==> src/rtl/runway_scheduler.sv <==
// Runway scheduler: queues landing/takeoff requests and grants them onto two
// runways. Landings beat takeoffs, closed runways are skipped, and the
// emergency override holds back takeoffs. Grants leave via valid/ready.
//
// state | meaning
// IDLE  | no grant outstanding, looking for an eligible head and a free runway
// OFFER | grant_* registered and offered, waiting for grant_ready
module runway_scheduler #(
    parameter int ID_WIDTH    = 4,
    parameter int QUEUE_DEPTH = 4
) (
    input  logic                             clock,
    input  logic                             reset_n,
    input  logic                             req_valid,
    output logic                             req_ready,
    input  logic [ID_WIDTH-1:0]              req_id,
    input  logic                             req_landing,
    input  logic                             rel_valid,
    input  logic                             rel_runway,
    input  logic [1:0]                       runway_override,
    input  logic                             emergency_override,
    output logic                             grant_valid,
    input  logic                             grant_ready,
    output logic [ID_WIDTH-1:0]              grant_id,
    output logic                             grant_runway,
    output logic                             grant_landing,
    output logic [1:0]                       runway_active,
    output logic                             emergency,
    output logic [$clog2(QUEUE_DEPTH+1)-1:0] land_count,
    output logic [$clog2(QUEUE_DEPTH+1)-1:0] takeoff_count
);

    localparam int PW = $clog2(QUEUE_DEPTH);
    localparam int CW = $clog2(QUEUE_DEPTH+1);
    localparam logic [CW-1:0] FULL = CW'(QUEUE_DEPTH);

    typedef enum logic {IDLE, OFFER} state_t;
    state_t state, state_next;

    logic [ID_WIDTH-1:0] land_mem [QUEUE_DEPTH];
    logic [ID_WIDTH-1:0] take_mem [QUEUE_DEPTH];
    logic [PW-1:0] land_wr, land_rd, take_wr, take_rd;

    logic       land_push, take_push, land_pop, take_pop;
    logic       handshake, start;
    logic       land_elig, take_elig;
    logic [1:0] free;
    logic       sel_runway;

    assign req_ready = req_landing ? (land_count != FULL) : (takeoff_count != FULL);
    assign land_push = req_valid & req_ready & req_landing;
    assign take_push = req_valid & req_ready & ~req_landing;

    assign handshake = grant_valid & grant_ready;
    assign land_pop  = handshake & grant_landing;
    assign take_pop  = handshake & ~grant_landing;

    assign free       = ~runway_active & ~runway_override;
    assign sel_runway = free[0] ? 1'b0 : 1'b1;
    assign land_elig  = (land_count != '0);
    assign take_elig  = (land_count == '0) & ~emergency_override & (takeoff_count != '0);
    assign start      = (state == IDLE) & (|free) & (land_elig | take_elig);

    // Queue storage; entries need no reset because the pointers and counts define validity.
    always_ff @(posedge clock) begin
        if (land_push) land_mem[land_wr] <= req_id;
        if (take_push) take_mem[take_wr] <= req_id;
    end

    // Queue pointers and occupancy; a simultaneous push and pop leaves the count unchanged.
    always_ff @(posedge clock or negedge reset_n) begin
        if (!reset_n) begin
            land_wr       <= '0;
            land_rd       <= '0;
            take_wr       <= '0;
            take_rd       <= '0;
            land_count    <= '0;
            takeoff_count <= '0;
        end else begin
            if (land_push) land_wr <= land_wr + PW'(1);
            if (land_pop)  land_rd <= land_rd + PW'(1);
            if (take_push) take_wr <= take_wr + PW'(1);
            if (take_pop)  take_rd <= take_rd + PW'(1);
            case ({land_push, land_pop})
                2'b10:   land_count <= land_count + CW'(1);
                2'b01:   land_count <= land_count - CW'(1);
                default: ;
            endcase
            case ({take_push, take_pop})
                2'b10:   takeoff_count <= takeoff_count + CW'(1);
                2'b01:   takeoff_count <= takeoff_count - CW'(1);
                default: ;
            endcase
        end
    end

    // FSM state register.
    always_ff @(posedge clock or negedge reset_n) begin
        if (!reset_n) state <= IDLE;
        else          state <= state_next;
    end

    // FSM next state: an offer, once made, leaves only through the handshake.
    always_comb begin
        state_next = state;
        case (state)
            IDLE:    if (start)       state_next = OFFER;
            OFFER:   if (grant_ready) state_next = IDLE;
            default: state_next = IDLE;
        endcase
    end

    // FSM outputs.
    always_comb begin
        grant_valid = (state == OFFER);
    end

    // Grant fields are captured only on IDLE->OFFER, so they stay frozen for the whole offer.
    always_ff @(posedge clock or negedge reset_n) begin
        if (!reset_n) begin
            grant_id      <= '0;
            grant_runway  <= 1'b0;
            grant_landing <= 1'b0;
        end else if (start) begin
            grant_id      <= land_elig ? land_mem[land_rd] : take_mem[take_rd];
            grant_runway  <= sel_runway;
            grant_landing <= land_elig;
        end
    end

    // Runway occupancy: a grant taking a runway overrides a release of that same runway.
    always_ff @(posedge clock or negedge reset_n) begin
        if (!reset_n) begin
            runway_active <= 2'b00;
        end else begin
            if (rel_valid && !(handshake && (grant_runway == rel_runway)))
                runway_active[rel_runway] <= 1'b0;
            if (handshake)
                runway_active[grant_runway] <= 1'b1;
        end
    end

    // Registered emergency indicator.
    always_ff @(posedge clock or negedge reset_n) begin
        if (!reset_n) emergency <= 1'b0;
        else          emergency <= emergency_override | (land_count == FULL);
    end

endmodule

==> config.mk <==
export PLATFORM = sky130hd
export DESIGN_NAME = runway_scheduler
export DESIGN_NICKNAME = d
export VERILOG_FILES = /design/src/rtl/runway_scheduler.sv
export SDC_FILE = /design/constraint.sdc
export NUM_CORES = 1
export LEC_CHECK = 0
export BUFFER_PORTS_ARGS = -buffer_cell sky130_fd_sc_hd__buf_2
export CORE_MARGIN = 3
export CORE_UTILIZATION = 30
export CTS_CLUSTER_SIZE = 10
export DETAILED_ROUTE_END_ITERATION = 8
export RECOVER_POWER = 25
export SYNTH_ARGS = -nofsm -noshare
export SYNTH_HDL_FRONTEND = slang
export SYNTH_SLANG_ARGS = --single-unit
==> constraint.sdc <==
create_clock -name clock -period 3.65 [get_ports clock]
set_input_delay 0.1825 -clock clock [delete_from_list [all_inputs] [get_ports clock]]
set_output_delay 0.1825 -clock clock [all_outputs]
set_load 0.005 [all_outputs]
==> results.py <==
metrics = {
    "outcome": {
        "status": "finished clean",
    },
    "logic_synthesis": {
        "synth.net_count": 189,
        "synth_top_cell_area_share": 0.393,
        "yosysMostFrequentCell": "edfxtp_1",
        "ys_async_sr_fraction": 0.429,
        "synth_top_area_cell": "edfxtp_1",
        "ys.flop_type": "edfxtp_1",
        "yosysUniqueCellTypes": 32,
        "syn_area_mm2": 0.00244,
        "synth_seq_cells": 56,
        "yosys-top-cells-area": "edfxtp_1, dfrtp_1, mux4_2",
        "syn_inst": 163,
        "yosys_warnings": 0,
        "yosysSeqAreaShare": 0.639,
        "yosys-top-cells-count": "edfxtp_1, dfrtp_1, inv_1",
        "avgSynthCellArea_um2": 15.0,
        "synth_edf_count": 32,
    },
    "timing": {
        "finClkSkew_ns": 0.00903,
        "worstMarginPinSlew_ns": 0.553,
        "relSlewSlack": 0.631,
        "fin_setup_tns_ns": 0,
        "max_freq_mhz": 475,
        "final_hold_viol_count": 0,
        "period_needed_ns": 2.10,
        "finalSetupViolCount": 0,
        "drv_slew": 0,
        "min_period_over_period": 0.576,
        "rsz0062_at_grt": "false",
        "fin_ws_ns": 1.55,
    },
    "die": {
        "core_region_area_mm2": 0.00781,
        "ios": 31,
        "initial_core_util": 0.313,
        "die_y_um": 96.3,
        "fp.dieW_um": 96.3,
        "dieArea_mm2": 0.00926,
        "rows": 32,
    },
    "clock_tree": {
        "clkLatencyLatePin_ns": 0.32,
        "clk_path_buf_depth": 2,
        "clkSinkCount": 56,
        "clk_pin_slew_ns": 0.10,
        "cts_root_buffer": "clkbuf_8",
        "h-tree-depth": 2,
        "cts_tree": "done",
        "cts_buffers": 5,
        "post_cts_buffers": 0,
    },
    "setup_path": {
        "arrival_ns": 2.35,
        "worstSetupStartpointType": "flip-flop",
        "slowest_delay_ns": 0.45,
        "cp_slowest_cell": "dfrtp_1",
        "r2r-end": "land_count[2]",
        "crit_type": "flip-flop to flip-flop",
        "cp.depth": 10,
        "cp-end-kind": "flip-flop",
        "critical-path-top-delay-family": "simple AND/OR/NAND/NOR gates",
        "reg2reg_slack_ns": 1.55,
        "critical_path_required_ns": 3.90,
        "worstPathMaxFanout": 7,
        "crit_chain": "nor2_1 -> nand2_1 -> and3_1 -> inv_2 -> ha_1 -> inv_1 -> fa_1 -> xor2_1 -> nor2_1 -> xor2_1",
        "reg2regPathDepth": 10,
        "critical_path_buf_inv_count": 2,
        "reg2reg_from": "land_count[0]",
    },
    "job": {
        "max-cap-violations": 0,
    },
    "min_path": {
        "hold_class": "input port to flip-flop",
        "whs_path_depth": 3,
        "hold_path_startpoint": "rel_runway",
        "hold_end": "runway_active[0]",
    },
    "place": {
        "dpl.hpwl_um": 3370,
        "dpl_worst_slack_ns": 1.54,
        "place.gp.congestion": 0.679,
        "port_buffers": 30,
    },
    "global_routing": {
        "grt_pass1_vias": 1325,
        "antenna_found_initial": 0,
        "grtUsageTotal": 0.102,
        "grt_pass1_wl_um": 6930,
        "grt_overflow_total": 0,
        "grt_max_degree": 25,
    },
    "power": {
        "p_per_area_mw_per_mm2": 727,
        "p_leak_nw": 1.12,
        "ir_drop_v": 0.000221,
    },
    "routing": {
        "drtAntennaViolNets": 0,
        "vias_per_cell": 4.52,
        "wl_per_cell_um": 15.0,
        "drc": 0,
        "wirelength_um": 4510,
        "drt_iter0_drc": 53,
        "drt_pre_antenna_iters": 4,
        "num_vias": 1355,
    },
    "cells_and_area": {
        "drive_above_1_share": 0.232,
        "regArea_mm2": 0.00156,
        "fillers": 773,
        "multi_input_area_um2": 802,
        "nets": 223,
        "diodes": 0,
        "area_growth_pct": 14.3,
    },
}
-- how the worst max path moves through the flow --
stage                       start            end
CTS                 land_count[0]  land_count[2]
global placement    land_count[0]  land_count[2]
finish              land_count[0]  land_count[2]
global route        land_count[0]  land_count[2]
floorplan           land_count[0]  land_count[2]
detailed placement  land_count[0]  land_count[2]
-- worst register-to-register path: stages, from the launching register on --
cell     delay, ns
dfrtp_1       0.45
nor2_1        0.16
nand2_1       0.08
and3_1        0.27
inv_2         0.07
ha_1          0.17
inv_1         0.06
fa_1          0.37
xor2_1        0.15
nor2_1        0.11
xor2_1        0.15
-- cell type report --
| class | instances | share of cell area |
|---|---|---|
| clock buffer | 5 | 0.0246 |
| clock inverter | 3 | 0.00806 |
| timing repair buffer | 31 | 0.0555 |
| inverter | 15 | 0.0202 |
| tap | 102 | 0.0457 |
| multi-input combinational | 88 | 0.287 |
| sequential | 56 | 0.559 |
-- routing by layer --
metal  GRT usage  part of all wire  vias up
li1            -                 -      645
met1       0.143              0.48      666
met2       0.151              0.44       39
met3      0.0250             0.065        5
met4      0.0355             0.011        0
met5           0                 0        -
-- through the flow --
step                std cells  hold WS (ns)   util  total power, W  cell area, um^2
floorplan                 163        -0.113      -         0.00148             2440
global placement          291         0.204  0.346         0.00169             2700
detailed placement        291         0.208  0.346         0.00171             2700
CTS                       300         0.125  0.358         0.00206             2800
global route              300         0.143  0.358         0.00218             2790
finish                    300         0.135  0.358         0.00203             2790
-- logic make-up after synthesis --
logic type                 count (synthesis)  synth area share
and+or+nand+nor                           35            0.0778
muxes                                     13            0.0952
DFF                                       56             0.639
AOI/OAI and AO/OA                         16            0.0445
adders and majority gates                 12            0.0676
buffers and inverters                     19            0.0328
xor gates and xnor gates                  12            0.0430
-- report_power, final --
group / switching [W] / internal [W]
sequential: 0.000172 / 0.000845
combinational: 0.000316 / 0.000349
clock: 0.000212 / 0.000138
-- cells in the final DEF (no fill, tap or decap), types with 2 or more instances in the layout --
cell type	synthesis	final
fa_1	2	2
nand2_1	7	7
nor2_1	8	8
xnor2_1	6	6
mux2_1	2	2
ha_1	10	10
dfrtp_1	24	24
xor2_1	6	6
inv_1	12	12
clkbuf_8	0	5
a2bb2oi_1	4	4
edfxtp_1	32	32
mux4_2	8	8
clkbuf_1	2	4
o21ai_0	6	6
and2_1	8	8
or4_1	4	4
mux2i_1	3	3
and3_1	2	2
inv_2	3	3
buf_2	1	26
nor3_1	2	2
-- timing repair --
action | CTS | global route
hold buffers | 1 | 0
gates resized for setup | 0 | 0
endpoints found under the hold margin | 24 | 0
endpoints found under the setup margin | 0 | 0
-- registers in the layout, summed over array words and instances, names as in the netlist, 2 cells and up --
register	cells
land_count	3
take_mem	16
land_wr	2
runway_active	2
land_rd	2
take_wr	2
take_rd	2
grant_id	4
takeoff_count	3
land_mem	16
Note: power is estimated with default switching activity, not from simulation.
